===== src/rtl/mac_pkg.sv =====
// Shared types and default sizes for the MAC accumulator.
package mac_pkg;

   localparam int DEF_WIDTH = 64;
   localparam int DEF_LEN_W = 8;

   typedef enum logic [1:0] {
      S_IDLE,
      S_ACCUM,
      S_DONE
   } state_t;

endpackage


===== src/rtl/mac_accumulator.sv =====
// Block accumulator for unsigned products with sticky carry-out and
// dropped-product flags, valid/ready result handshake.
module mac_accumulator
   import mac_pkg::*;
#(
   parameter int WIDTH = DEF_WIDTH,
   parameter int LEN_W = DEF_LEN_W
) (
   input  logic             clk,
   input  logic             reset,
   input  logic             start,
   input  logic [LEN_W-1:0] len,
   input  logic [WIDTH-1:0] prod,
   input  logic             prod_valid,
   output logic [WIDTH-1:0] sum,
   output logic             sum_valid,
   input  logic             sum_ready,
   output logic             overflow,
   output logic             dropped,
   output logic             busy
);

   state_t           state_q, state_d;
   logic [WIDTH-1:0] sum_q, sum_d;
   logic             ovf_q, ovf_d;
   logic             drop_q, drop_d;
   logic [LEN_W:0]   cnt_q, cnt_d;
   logic [LEN_W-1:0] len_q, len_d;

   logic [WIDTH:0]   add_w;
   logic [LEN_W:0]   cnt_inc;
   logic             restart;

   assign add_w   = {1'b0, sum_q} + {1'b0, prod};
   assign cnt_inc = cnt_q + 1'b1;
   assign restart = start &
                    ((state_q == S_IDLE) |
                     ((state_q == S_DONE) & sum_ready));

   always_comb begin
      state_d = state_q;
      sum_d   = sum_q;
      ovf_d   = ovf_q;
      drop_d  = drop_q;
      cnt_d   = cnt_q;
      len_d   = len_q;

      unique case (state_q)
         S_ACCUM: begin
            if (prod_valid) begin
               sum_d = add_w[WIDTH-1:0];
               ovf_d = ovf_q | add_w[WIDTH];
               cnt_d = cnt_inc;
               if (cnt_inc == {1'b0, len_q}) begin
                  state_d = S_DONE;
               end
            end
         end
         S_DONE: begin
            if (sum_ready && !start) begin
               state_d = S_IDLE;
            end
         end
         default: ;
      endcase

      // Restart also covers DONE->ACCUM without passing through IDLE
      if (restart) begin
         sum_d  = '0;
         ovf_d  = 1'b0;
         drop_d = 1'b0;
         cnt_d  = '0;
         if (len != '0) begin
            len_d   = len;
            state_d = S_ACCUM;
         end else begin
            state_d = S_DONE;
         end
      end

      if (prod_valid && (state_q != S_ACCUM)) begin
         drop_d = 1'b1;
      end
   end

   always_ff @(posedge clk) begin
      if (reset) begin
         state_q <= S_IDLE;
         sum_q   <= '0;
         ovf_q   <= 1'b0;
         drop_q  <= 1'b0;
         cnt_q   <= '0;
         len_q   <= '0;
      end else begin
         state_q <= state_d;
         sum_q   <= sum_d;
         ovf_q   <= ovf_d;
         drop_q  <= drop_d;
         cnt_q   <= cnt_d;
         len_q   <= len_d;
      end
   end

   assign sum       = sum_q;
   assign sum_valid = (state_q == S_DONE);
   assign overflow  = ovf_q;
   assign dropped   = drop_q;
   assign busy      = (state_q != S_IDLE);

endmodule


===== config.mk =====
export PLATFORM = sky130hd
export DESIGN_NAME = mac_accumulator
export DESIGN_NICKNAME = d
export VERILOG_FILES = /design/src/rtl/mac_pkg.sv /design/src/rtl/mac_accumulator.sv
export SDC_FILE = /design/constraint.sdc
export NUM_CORES = 1
export LEC_CHECK = 0
export BUFFER_PORTS_ARGS = -buffer_cell sky130_fd_sc_hd__buf_2
export CORE_MARGIN = 2
export CORE_UTILIZATION = 30
export DETAILED_ROUTE_END_ITERATION = 6
export SLEW_MARGIN = 25
export SYNTH_ARGS = -nofsm -noshare
export SYNTH_HDL_FRONTEND = slang
export SYNTH_SLANG_ARGS = --single-unit

===== constraint.sdc =====
create_clock -name clk -period 3.5 [get_ports clk]
set_input_delay 0 -clock clk [delete_from_list [all_inputs] [get_ports clk]]
set_output_delay 0 -clock clk [all_outputs]
set_load 0.005 [all_outputs]

After elaboration in Yosys (flattened, before gate mapping)
Cells that the tools add are included.

Mux-type cells: 8. Eq/ne operators: 7. Reduce and logical (&&, ||, !) cells: 12. Add/sub/neg operators: 2. Bitwise logic cells: 4.

Operators with widths (number): 64-bit by 64-bit adder with 65-bit output (1); 2-bit 2-to-1 mux (5); 9-bit by 1-bit adder with 9-bit output (second input constant) (1); 9-bit by 8-bit == test with 1-bit output (1); 8-bit nonzero test (1); 3-bit != test (second input constant) (2); 2-bit one-hot mux with 2 select lines (1); 2-bit AND reduction (2); 4-bit AND reduction (1); 2-bit nonzero test (2); 3-bit by 1-bit != test with 1-bit output (second input constant) (1); 3-bit nonzero test (1); 1-bit bitwise AND (2); 2-bit by 1-bit == test with 1-bit output (second input constant) (1); 2-bit == test (second input constant) (1); 1-bit logical AND (2); 2-bit logical NOT (1); 1-bit 2-to-1 mux (2); 2-bit by 1-bit != test with 1-bit output (second input constant) (1); 1-bit bitwise OR (2); 2-bit OR reduction (1); 1-bit logical NOT (1).

Register bits after elaboration: 85. Output and inout port bits: 68. Input bits: 77. Word-level logic and storage cells: 39.

Depth between registers and ports, before layout
Word-level depth: 6. Gate-level depth with buffers: 13.

Worst setup path before layout
OpenSTA, ideal clock, no wires.

Kind: register to register. From: register sum_q[0], in the netlist sum[0]. To: register sum_q[60], in the netlist sum[60]. Stages on the path, launching flop included: 14. Period minus slack after synthesis: 3371 ps. Data arrival time: 3249 ps. Setup time: 122 ps. Path buffers: 0. Slack: 129 ps. Cell sequence: dfxtp_1 ha_1 fa_1 a211oi_1 o211ai_1 a2111oi_0 or2_2 o311ai_2 a21oi_1 o211a_1 o31a_1 o21ai_1 nor4b_1 a311o_1.

Word-level cells in the longest chain between the ends: 1.

RTL lines: start: declaration (RTL line mac_accumulator.sv:24) `logic [WIDTH-1:0] sum_q, sum_d;`; start signal: assignment (RTL line mac_accumulator.sv:96) `sum_q <= sum_d;`; 64-bit by 64-bit adder with 65-bit output (RTL line mac_accumulator.sv:34) `assign add_w = {1'b0, sum_q} + {1'b0, prod};`.

Every way passes these cells. A chain may end at the register's enable or synchronous reset.

Final worst setup path
From: register sum_q[17], in the netlist sum[17]. To: register sum_q[62], in the netlist sum[62].

Same word-level chain as after synthesis.

==> impl_metrics.env <==
export IMPL_powerDensity_mw_per_mm2=316
export IMPL_path_max_fanout=5
export IMPL_fin_crit_sh_pct=95.1
export IMPL_portBuffers=144
export IMPL_num_rows=55
export IMPL_core_area_mm2=0.0225
export IMPL_die_area_mm2=0.0240
export IMPL_numClockSinks=85
export IMPL_critPathBufInv=0
export IMPL_grt_pass1_wl_um=33800
export IMPL_synth_xor_area_share_pct=9.75
export IMPL_cts_root_buf="clkbuf_16"
export IMPL_setup_viol=0
export IMPL_seq_area_frac_synth_pct=24.9
export IMPL_drtPass1Iterations=5
export IMPL_drive_above_1_share_pct=21.5
export IMPL_skew_ns=0.0107
export IMPL_die_w_um=155
export IMPL_clk_pin_slew_ns=0.07
export IMPL_track_usage_pct=17.1
export IMPL_fmax_mhz=301
export IMPL_cts_max_path_buffers=2
export IMPL_layout_commonest_cell="nand2_1"
export IMPL_wire_per_inst_um=15.5
export IMPL_status="finished, final reports clean"
export IMPL_grt_max_degree=69
export IMPL_insertion_delay_ns=0.35
export IMPL_stdcell_area_mm2=0.00846
export IMPL_cap_viol_max_count=0
export IMPL_multiInputGateArea_mm2=0.00489
export IMPL_synth_mux_area_share_pct=1.56
export IMPL_drtIter0Drc=372
export IMPL_drt_wl_total_um=20800
export IMPL_report_final_slew_viol_count=0
export IMPL_yosys_area_share_simple_pct=20.2
export IMPL_cts_made_buffers=9
export IMPL_die_y_um=155
export IMPL_fin_nets=1194
export IMPL_critPathLaunchType="flip-flop"
export IMPL_yosys_area_share_adder_pct=12.2
export IMPL_start_util_pct=30.4
export IMPL_num_io_pins=145
export IMPL_ant_nets=0
export IMPL_maxSlewHeadroom_pct=60.7
export IMPL_final_cell_mix="150 x nand2_1, 144 x buf_2, 120 x a21oi_1"
export IMPL_max_stage_delay_ns=0.55
export IMPL_area_delta_synth_final_pct=23.8
export IMPL_yosysWarnings=0
export IMPL_path_delay_family="compound AO/OA/AOI/OAI gates"
export IMPL_crit_top_cell="o31ai_4"
export IMPL_ys_async_sr_fraction_pct=0
export IMPL_synth_distinct_cells=76
export IMPL_hold_violations=0
export IMPL_worst_pin_slew_ns=0.590
export IMPL_cp_slowest_cell="or4_4"
export IMPL_synthCells=895
export IMPL_final_seq_area_mm2=0.00170
export IMPL_synth_area_mm2=0.00683
export IMPL_end_kind="flip-flop"
export IMPL_vias=6926
export IMPL_synth_top_family_by_area="compound AO/OA/AOI/OAI gates"
export IMPL_postPlaceCellArea_mm2=0.00787
export IMPL_required_ns=3.78
export IMPL_crit_chain="ha_1 -> nand2_2 -> or4_4 -> o31a_1 -> o21a_4 -> o31ai_4 -> a31oi_4 -> o31ai_4 -> nand3_2 -> mux2_4 -> o211ai_2"
export IMPL_synth_edf_count=0
export IMPL_final_util_pct=37.6
export IMPL_dp_hpwl_um=15400
export IMPL_grt_overflow=0
export IMPL_synthFlopType="dfxtp_1"
export IMPL_antenna_found_initial=3
export IMPL_path_class="flip-flop to flip-flop"
export IMPL_irDropWorstVdd_mv=0.208
export IMPL_drc=0
export IMPL_gp_congestion=0.885
export IMPL_fin_crit_ns=3.33
export IMPL_rsz0062_at_grt="yes"
export IMPL_synth_ff_latch_count=85
export IMPL_tritoncts="yes"
export IMPL_p_leak_nw=3.87
export IMPL_synth_avg_cell_area_um2=7.63
export IMPL_synth_compound_area_share_pct=26.7
export IMPL_hold_class="primary input to flip-flop"
export IMPL_worstPathArrival_ns=3.61
export IMPL_fillers=2352
export IMPL_syn_nets=1038
export IMPL_htreeDepth=3
export IMPL_vias_per_cell=5.16
export IMPL_grt_pass1_vias=6728
## cell usage after synthesis (all sizes together), types with 3 or more instances
master	n	area share [%]
clkbuf	40	2.8
ha	65	12
nand4	17	1.6
a31oi	14	1.5
nor2	46	2.5
xor2	29	3.7
inv	16	0.88
o21bai	5	0.55
dfxtp	85	25
o211ai	8	0.95
o31ai	7	1.2
nand3	32	2.4
a21oi	123	9.0
or3	4	0.37
nor3	11	0.81
a211oi	8	0.88
nand3b	3	0.33
or4	3	0.40
nand2b	4	0.37
o31a	4	0.51
o21ai	62	4.6
o21a	3	0.44
mux2i	8	1.2
and2	4	0.37
a21boi	3	0.33
buf	7	0.82
a21o	38	4.2
nor2b	7	0.64
nand2	151	8.3
and3	6	0.57
nor4	5	0.46
xnor2	47	6.0
## kinds of logic (layout without fill, tap and decap cells)
group                    count (synthesis)  in the layout
AND/OR/NAND/NOR                        302            302
AO/OA/AOI/OAI                          292            292
flip-flops                              85             85
XOR/XNOR                                76             76
adder cells (fa/ha/maj)                 66             66
buffers and inverters                   64            225
multiplexers                            10             10
other                                    0              2
## worst min-delay path: stages
cell and delay, ns:
buf_2 0.13, o211a_1 0.14, nor3_1 0.04
## cell type report
cell class,count,area share [%]
diodes,2,0.0592
clock buffers,10,2.71
clock inverters,6,0.843
inverters,16,0.710
multi-input cells,746,57.8
flip-flops and latches,85,20.1
well taps,285,4.22
repair buffers,193,13.6
## per-stage QoR
step	worst slack, ns	power [mW]	setup TNS, ns	cells	hold slack (ns)
floorplan	0.129	1.46	0	895	0.0780
global placement	-0.0261	1.65	-0.0261	1302	0.248
detailed placement	-0.0742	1.65	-0.0742	1302	0.258
CTS	0.0251	2.70	0	1337	0.00343
global route	-0.0236	2.82	-0.0244	1341	0.0169
finish	0.173	2.68	0	1343	0.0141
## flip-flops by register name, summed over array words and instances, names as in the netlist
register,count
state_q,2
overflow,1
len_q,8
dropped,1
sum,64
cnt_q,9
## metal layers
| metal | global-route usage, % | share of wire (%) |
|---|---|---|
| met5 | 0 | 0.063 |
| met4 | 4.19 | 1.4 |
| met3 | 3.98 | 5.5 |
| met2 | 28.6 | 46 |
| met1 | 22.3 | 47 |
## worst paths after layout
kind,cells past startpoint,endpoint,slack (ns),startpoint
worst max-delay path,11,sum[62],0.17,sum[17]
worst min-delay path,3,state_q[1],0.01,start
worst min register to register,2,sum[43],0.47,sum[43]
worst max register to register,11,sum[62],0.17,sum[17]
## power by group
part / leakage (nW) / internal [mW] / switching (mW) / total (mW)
sequential: 0.689 / 1.00 / 0.0293 / 1.03
combinational: 3.05 / 0.269 / 0.366 / 0.635
clock: 0.140 / 0.561 / 0.450 / 1.01
total: 3.87 / 1.83 / 0.845 / 2.68
## timing repair
action | 4_1_cts | 5_1_grt
hold endpoints to repair | 10 | 0
pin swaps | 0 | 8
hold buffers | 19 | 0
endpoints found under the setup margin | 1 | 11
setup buffers | 0 | 4
gates resized for setup | 3 | 11
Power figures use the tool's default switching activity.
